[src/rtl/cpu_multicycle.sv]
// -----------------------------------------------------------------------------
// cpu_multicycle
//   Multicycle load/store CPU core with a handshaked memory bus.
//   Each instruction walks FETCH -> DECODE -> EXEC -> [MEM] -> WB -> FETCH.
//   HALT is terminal until reset. r0 is the program counter.
//
// Parameters
//   WIDTH     register/data/address width (>= 32)
//   N_REG     register count (8 or 16); register index = low log2(N_REG) bits
//   RESET_PC  value of r0 after reset, zero-extended to WIDTH
//
// Ports
//   clk       rising-edge clock
//   reset     asynchronous active-low reset
//   o_addr    bus address, valid while o_rd or o_wr is high
//   o_rd      read request, held until i_ack
//   o_wr      write request, held until i_ack
//   o_wdata   store data, valid with o_wr
//   i_data    read data, sampled in the cycle i_ack is high
//   i_ack     bus acknowledge, completes the pending request
//   o_halted  high while in HALT
//   o_flags   {N, C, Z}, updated only by ADD/SUB
// -----------------------------------------------------------------------------
module cpu_multicycle #(
  parameter int unsigned WIDTH    = 32,
  parameter int unsigned N_REG    = 16,
  parameter logic [31:0] RESET_PC = 32'hb000_0000
) (
  input  logic             clk,
  input  logic             reset,
  output logic [WIDTH-1:0] o_addr,
  output logic             o_rd,
  output logic             o_wr,
  output logic [WIDTH-1:0] o_wdata,
  input  logic [WIDTH-1:0] i_data,
  input  logic             i_ack,
  output logic             o_halted,
  output logic [2:0]       o_flags
);

  localparam int unsigned IW = $clog2(N_REG);

  localparam logic [3:0] OP_HALT = 4'd0;
  localparam logic [3:0] OP_LDI  = 4'd1;
  localparam logic [3:0] OP_LDM  = 4'd2;
  localparam logic [3:0] OP_JMP  = 4'd3;
  localparam logic [3:0] OP_ADD  = 4'd4;
  localparam logic [3:0] OP_SUB  = 4'd5;
  localparam logic [3:0] OP_STR  = 4'd7;

  // r0 starts at the reset PC, everything else at zero.
  localparam logic [WIDTH-1:0] REG_INIT [N_REG] = '{0: WIDTH'(RESET_PC), default: '0};

  typedef enum logic [2:0] {
    S_FETCH,
    S_DECODE,
    S_EXEC,
    S_MEM,
    S_WB,
    S_HALT
  } state_t;

  state_t           state;
  logic [WIDTH-1:0] regs [N_REG];
  logic [31:0]      instr;

  // Operands latched in DECODE, so rd==rs and link-through-rs see old values.
  logic [WIDTH-1:0] opa;   // rs
  logic [WIDTH-1:0] opb;   // rt
  logic [WIDTH-1:0] opc;   // rd

  // Pending writeback. A taken jump is expressed as a write of r0.
  logic             res_en;
  logic [IW-1:0]    res_idx;
  logic [WIDTH-1:0] res_val;
  logic             link_en;

  // Instruction fields.
  logic [3:0]    op;
  logic [3:0]    mod;
  logic [IW-1:0] rd_f;
  logic [IW-1:0] rs_f;
  logic [IW-1:0] rt_f;
  logic [15:0]   imm;

  assign op   = instr[31:28];
  assign mod  = instr[27:24];
  assign rd_f = instr[20 +: IW];
  assign rs_f = instr[16 +: IW];
  assign rt_f = instr[12 +: IW];
  assign imm  = instr[15:0];

  // Datapath for EXEC.
  logic [WIDTH:0]   sum_ext;
  logic [WIDTH-1:0] diff;
  logic [WIDTH-1:0] ea;
  logic [WIDTH-1:0] ldi_val;
  logic             cond_ok;

  // NOTE: every always_comb output gets a default before any branch;
  // a path that leaves one unassigned would infer a latch.
  always_comb begin
    sum_ext = {1'b0, opa} + {1'b0, opb};
    diff    = opa - opb;
    ea      = opa + {{(WIDTH-16){imm[15]}}, imm};

    // LDI.u replaces bits [31:16] only; plain LDI zero-extends.
    ldi_val        = opc;
    ldi_val[31:16] = imm;
    if (!mod[3]) ldi_val = {{(WIDTH-16){1'b0}}, imm};

    cond_ok = 1'b0;
    case (mod[2:0])
      3'd0:    cond_ok = 1'b1;
      3'd1:    cond_ok = o_flags[0];
      3'd2:    cond_ok = !o_flags[0];
      3'd3:    cond_ok = o_flags[1];
      3'd4:    cond_ok = !o_flags[1];
      3'd5:    cond_ok = o_flags[2];
      default: cond_ok = 1'b0;
    endcase
  end

  // NOTE: all state below uses non-blocking assignments so every register
  // samples pre-edge values, independent of statement order.
  always_ff @(posedge clk or negedge reset) begin
    if (!reset) begin
      state    <= S_FETCH;
      // NOTE: the register file is small and built from flops; it is reset
      // because r0 must come up holding the reset PC.
      regs     <= REG_INIT;
      instr    <= '0;
      opa      <= '0;
      opb      <= '0;
      opc      <= '0;
      res_en   <= 1'b0;
      res_idx  <= '0;
      res_val  <= '0;
      link_en  <= 1'b0;
      o_addr   <= '0;
      o_rd     <= 1'b0;
      o_wr     <= 1'b0;
      o_wdata  <= '0;
      o_halted <= 1'b0;
      o_flags  <= '0;
    end else begin
      case (state)
        S_FETCH: begin
          // Right after reset no request is up yet; WB normally raises it.
          if (!o_rd) begin
            o_rd   <= 1'b1;
            o_addr <= regs[0];
          end else if (i_ack) begin
            instr   <= i_data[31:0];
            regs[0] <= regs[0] + WIDTH'(4);
            o_rd    <= 1'b0;
            state   <= S_DECODE;
          end
        end

        S_DECODE: begin
          opa   <= regs[rs_f];
          opb   <= regs[rt_f];
          opc   <= regs[rd_f];
          state <= S_EXEC;
        end

        S_EXEC: begin
          res_en  <= 1'b0;
          res_idx <= rd_f;
          link_en <= 1'b0;
          state   <= S_WB;
          case (op)
            OP_HALT: begin
              o_halted <= 1'b1;
              state    <= S_HALT;
            end
            OP_LDI: begin
              res_en  <= 1'b1;
              res_val <= ldi_val;
            end
            OP_LDM: begin
              res_en <= 1'b1;
              o_rd   <= 1'b1;
              o_addr <= ea;
              state  <= S_MEM;
            end
            OP_STR: begin
              o_wr    <= 1'b1;
              o_addr  <= ea;
              o_wdata <= opc;
              state   <= S_MEM;
            end
            OP_JMP: begin
              if (cond_ok) begin
                res_en  <= 1'b1;
                res_idx <= '0;
                res_val <= opa;
                link_en <= mod[3];
              end
            end
            OP_ADD: begin
              res_en  <= 1'b1;
              res_val <= sum_ext[WIDTH-1:0];
              o_flags <= {sum_ext[WIDTH-1], sum_ext[WIDTH], sum_ext[WIDTH-1:0] == '0};
            end
            OP_SUB: begin
              res_en  <= 1'b1;
              res_val <= diff;
              o_flags <= {diff[WIDTH-1], opa < opb, diff == '0};
            end
            default: ;
          endcase
        end

        S_MEM: begin
          if (i_ack) begin
            if (o_rd) res_val <= i_data;
            o_rd  <= 1'b0;
            o_wr  <= 1'b0;
            state <= S_WB;
          end
        end

        S_WB: begin
          if (res_en)  regs[res_idx]   <= res_val;
          // Link captures the already-incremented PC of the jump itself.
          if (link_en) regs[N_REG-1]   <= regs[0];
          o_rd   <= 1'b1;
          o_addr <= (res_en && res_idx == '0) ? res_val : regs[0];
          state  <= S_FETCH;
        end

        S_HALT: state <= S_HALT;

        default: state <= S_FETCH;
      endcase
    end
  end

endmodule
[config.mk]
export PLATFORM = sky130hd
export DESIGN_NAME = cpu_multicycle
export DESIGN_NICKNAME = d
export VERILOG_FILES = /design/src/rtl/cpu_multicycle.sv
export SDC_FILE = /design/constraint.sdc
export NUM_CORES = 2
export LEC_CHECK = 0
export BUFFER_PORTS_ARGS = -buffer_cell sky130_fd_sc_hd__buf_2
export CORE_UTILIZATION = 42
export DETAILED_ROUTE_END_ITERATION = 6
export PLACE_DENSITY = 0.67
export SYNTH_ARGS = -nofsm -noshare
export SYNTH_HDL_FRONTEND = slang
export SYNTH_SLANG_ARGS = --single-unit
[constraint.sdc]
create_clock -name clk -period 8.7 [get_ports clk]
set_clock_uncertainty 0.2 [all_clocks]
set_input_delay 1.305 -clock clk [delete_from_list [all_inputs] [get_ports clk]]
set_output_delay 1.305 -clock clk [all_outputs]
set_load 0.03 [all_outputs]
==> impl_results.md <==
* Transition time at the pin with the least slew margin at 1.269 ns
* Final sum of negative setup slack at 0 ns
* Antenna Nets Post-Route at 0
* F_max at 204.4 MHz
* Leading register cell type out of synthesis: sky130_fd_sc_hd__dfrtp_1
* Horizontal extent of the die at 338.9 um
* Post-Synthesis Cells at 3845
* Starting Density at 42.37%
* Async SR Flop Fraction at 100.0%
* Crit path from: state[1]
* Post-synth EDFFs at 0
* Number of nets in the synthesized netlist at 3980
* Average routed wire per standard cell at 30.81 um
* Arrival time of data at the critical path endpoint at 5.22 ns
* Area share of the largest cell type after synthesis at 39.27%
* Port buffer count at 104
* Top-level port count at 105
* Kind of critical path: flop to flop
* Worst reg2reg path startpoint: state[1]
* Final setup fails at 0
* Share of layout cells above drive strength 1 at 36.77%
* Count of unresolved DRC violations after routing at 0
* Vias post-DR at 35740
* Worst hold path type: flop to flop
* Post-layout utilization of the core at 46.55%
* Largest net degree at the start of global routing at 180
* Mapped Area at 47660 um2
* Post-synthesis sequential area ratio at 39.44%
* Type of destination of the critical path: flop
* DR pass1 iterations at 6
* Worst VDD drop at 0.0002385 V
* RSZ-0062 raised after global routing: no
* Starting DRT DRC Count at 4279
* Number of gates resized after CTS at 0
* Later-pin clock latency in the skew report at 0.67 ns
* Worst slew slack as a fraction of its limit at 15.06%
* Cell type contributing the most total cell area after synthesis: sky130_fd_sc_hd__dfrtp_1
* Layout area overhead at 9.868%
* Row Count at 123
* Maximum fanout along the worst path at 44
* H-Tree Depth at 3
* Post-layout nets at 3865
* Die boundary height at 338.9 um
* Total wire length at 163200 um
* Final global-route overflow total at 0
* Count of hold buffers inserted by post-cts repair at 0
* Global-route usage over all layers at 28.37%
* Synth top area cells: sky130_fd_sc_hd__dfrtp_1, sky130_fd_sc_hd__mux4_2, sky130_fd_sc_hd__mux2_2, sky130_fd_sc_hd__nand2_1, sky130_fd_sc_hd__ha_1
* Sort of element at the start of the critical path: flop
* Reg-to-reg setup timing slack at 3.81 ns
* Count of final max-slew check failures at 0
* Final number of hold-violating endpoints at 0
* Source of the worst hold timing path: o_addr[8]
* Half-perimeter wire length after detailed placement at 103000 um
* Distinct cell type count after synthesis at 91
* Post-route fraction of the period consumed by the critical path at 56.23%
* Num Clock Sinks at 751
* First-pass GRT wire length at 242500 um
* Maximum clock insertion buffer count at 3
* Status: finished clean
* TritonCTS clock tree: yes
* Die area at 114800 um2
* Final Wtd Congestion at 1.024
* Synth warnings at 0
* Antenna violations before repair at 4
* Filler instances at 9844
* Total clock buffers created by CTS at 83
* Power density of the placed cells at 369.2 nW/um2
* Vias in the first global route at 35170
* Flip-flop and latch count after synthesis at 751
* Number of setup buffers added after CTS at 0
* Post-synthesis area per instance at 12.40 um2
* Max-cap violations at 0
* Post-layout minimum cycle time at 4.892 ns
* Required time at the endpoint of the critical path at 9.03 ns
* Static Leakage at 23.04 nW
* Core region area at 112500 um2
* Via/cell ratio at 6.746
* Clock-pin transition on the worst setup and hold timing paths at 0.07 ns
* Clock root buffer: sky130_fd_sc_hd__clkbuf_16
-- layer usage --
layer	part of all wire [%]	wire length [um]	GRT usage (%)	up-vias
met2	45	73930	42.89	2037
met5	0.017	27	0	-
li1	-	-	-	14640
met1	39	64260	39.13	18660
met3	11	17780	6.718	400
met4	4.4	7215	12.04	4
-- state kept, by name (all words and copies together), names as in the netlist, 3 cells and up --
name     flops
o_flags      3
instr       32
opc         32
opb         32
opa         32
res_val     32
regs       512
o_addr      32
res_idx      4
o_wdata     32
state        3
-- area by class of cell --
class,instances,area (um2),area share (%)
sequential,751,18830,35.97
antenna,1,2.502,0.004779
clock inverter,38,620.6,1.185
multi-input combinational,2657,27380,52.29
timing repair buffer,160,1013,1.935
inverter,77,289.0,0.5519
tap,1500,1877,3.584
clock buffer,114,2347,4.482
-- critical path, stage by stage, from the launching register on --
cell,delay [ns]
sky130_fd_sc_hd__dfrtp_1,0.57
sky130_fd_sc_hd__nor2_1,0.33
sky130_fd_sc_hd__and2_1,0.65
sky130_fd_sc_hd__nand2_1,0.15
sky130_fd_sc_hd__nor3_1,0.92
sky130_fd_sc_hd__and2_2,0.49
sky130_fd_sc_hd__buf_4,0.54
sky130_fd_sc_hd__nor2_1,0.45
sky130_fd_sc_hd__o21ai_0,0.28
sky130_fd_sc_hd__o311ai_0,0.14
-- final timing paths --
check | end | cells after the start
worst max-delay path | regs[494] | 9
worst min-delay path | o_addr[8] | 2
worst max register to register | regs[494] | 9
worst min register to register | o_addr[8] | 2
max in group asynchronous | regs[167] | 3
min in group asynchronous | opc[30] | 1
-- metrics by stage --
stage               instances  hold slack (ns)  instance area (um2)  worst slack, ns  total power [mW]
floorplan                3845           0.2750                47660            5.106             12.13
global placement         5145           0.2590                49400            4.180             15.17
detailed placement       5145           0.2577                49400            4.004             15.22
CTS                      5297           0.2817                52360            3.973             19.15
global route             5297           0.2882                52360            3.728             20.21
finish                   5298           0.2847                52370            3.808             19.33
-- cells in the mapped netlist, types with 15 or more instances --
master	count
sky130_fd_sc_hd__dfrtp_1	748
sky130_fd_sc_hd__mux2_2	560
sky130_fd_sc_hd__mux4_2	480
sky130_fd_sc_hd__nand2_1	324
sky130_fd_sc_hd__clkbuf_1	255
sky130_fd_sc_hd__o21ai_0	214
sky130_fd_sc_hd__nor2_1	140
sky130_fd_sc_hd__a21oi_1	105
sky130_fd_sc_hd__buf_1	99
sky130_fd_sc_hd__ha_1	97
sky130_fd_sc_hd__a22oi_1	77
sky130_fd_sc_hd__inv_1	73
sky130_fd_sc_hd__xnor2_1	58
sky130_fd_sc_hd__nand3_1	47
sky130_fd_sc_hd__nor3_1	45
sky130_fd_sc_hd__o211ai_1	32
sky130_fd_sc_hd__a21o_1	30
sky130_fd_sc_hd__a221oi_1	25
sky130_fd_sc_hd__and3_1	23
sky130_fd_sc_hd__nor2b_1	22
sky130_fd_sc_hd__a211oi_1	21
sky130_fd_sc_hd__a221o_1	21
sky130_fd_sc_hd__nand4_1	21
sky130_fd_sc_hd__nand2b_1	20
sky130_fd_sc_hd__a31oi_1	19
sky130_fd_sc_hd__a41oi_1	15
sky130_fd_sc_hd__mux2i_1	15
sky130_fd_sc_hd__o21a_1	15
sky130_fd_sc_hd__xor2_1	15
-- power by group --
part | switching [mW] | total [mW] | internal [mW]
Combinational | 5.38 | 9.48 | 4.10
Clock | 1.56 | 3.90 | 2.34
Sequential | 1.72 | 5.96 | 4.24
-- cells in the final DEF (no fill, tap or decap), types with 10 or more instances in the layout --
cell type / n
sky130_fd_sc_hd__nor2b_1: 22
sky130_fd_sc_hd__xnor2_1: 58
sky130_fd_sc_hd__ha_1: 97
sky130_fd_sc_hd__nor3b_1: 12
sky130_fd_sc_hd__nor4_1: 13
sky130_fd_sc_hd__a41oi_1: 15
sky130_fd_sc_hd__and3_1: 21
sky130_fd_sc_hd__buf_2: 103
sky130_fd_sc_hd__a211oi_1: 20
sky130_fd_sc_hd__a221o_1: 21
sky130_fd_sc_hd__buf_4: 51
sky130_fd_sc_hd__clkbuf_1: 19
sky130_fd_sc_hd__clkinv_2: 13
sky130_fd_sc_hd__mux4_2: 480
sky130_fd_sc_hd__mux2i_1: 15
sky130_fd_sc_hd__mux2_2: 560
sky130_fd_sc_hd__nor2_1: 137
sky130_fd_sc_hd__nor3_1: 42
sky130_fd_sc_hd__a221oi_1: 25
sky130_fd_sc_hd__nand3b_1: 10
sky130_fd_sc_hd__a22oi_1: 77
sky130_fd_sc_hd__a31oi_1: 18
sky130_fd_sc_hd__nand2b_1: 20
sky130_fd_sc_hd__xor2_1: 15
sky130_fd_sc_hd__o21ai_0: 214
sky130_fd_sc_hd__dfrtp_1: 736
sky130_fd_sc_hd__or3_1: 11
sky130_fd_sc_hd__o21a_1: 15
sky130_fd_sc_hd__nand2_1: 312
sky130_fd_sc_hd__o211ai_1: 32
sky130_fd_sc_hd__a21o_1: 30
sky130_fd_sc_hd__clkbuf_16: 86
sky130_fd_sc_hd__o21bai_1: 14
sky130_fd_sc_hd__a21oi_1: 105
sky130_fd_sc_hd__nand3_1: 45
sky130_fd_sc_hd__bufinv_16: 15
sky130_fd_sc_hd__nand4_1: 21
sky130_fd_sc_hd__inv_1: 73
-- cell families (layout without fill, tap and decap cells) --
group | after synthesis | after routing | share of synthesized area (%)
AO/OA/AOI/OAI | 692 | 692 | 9.655
XOR/XNOR | 73 | 73 | 1.341
adder cells (fa/ha/maj) | 100 | 100 | 2.672
buffers and inverters | 437 | 389 | 3.462
flip-flops | 751 | 751 | 39.44
multiplexers | 1055 | 1055 | 36.23
other | 0 | 1 | 0
AND/OR/NAND/NOR | 737 | 737 | 7.206
No activity file was read; power rests on OpenSTA's default activity.
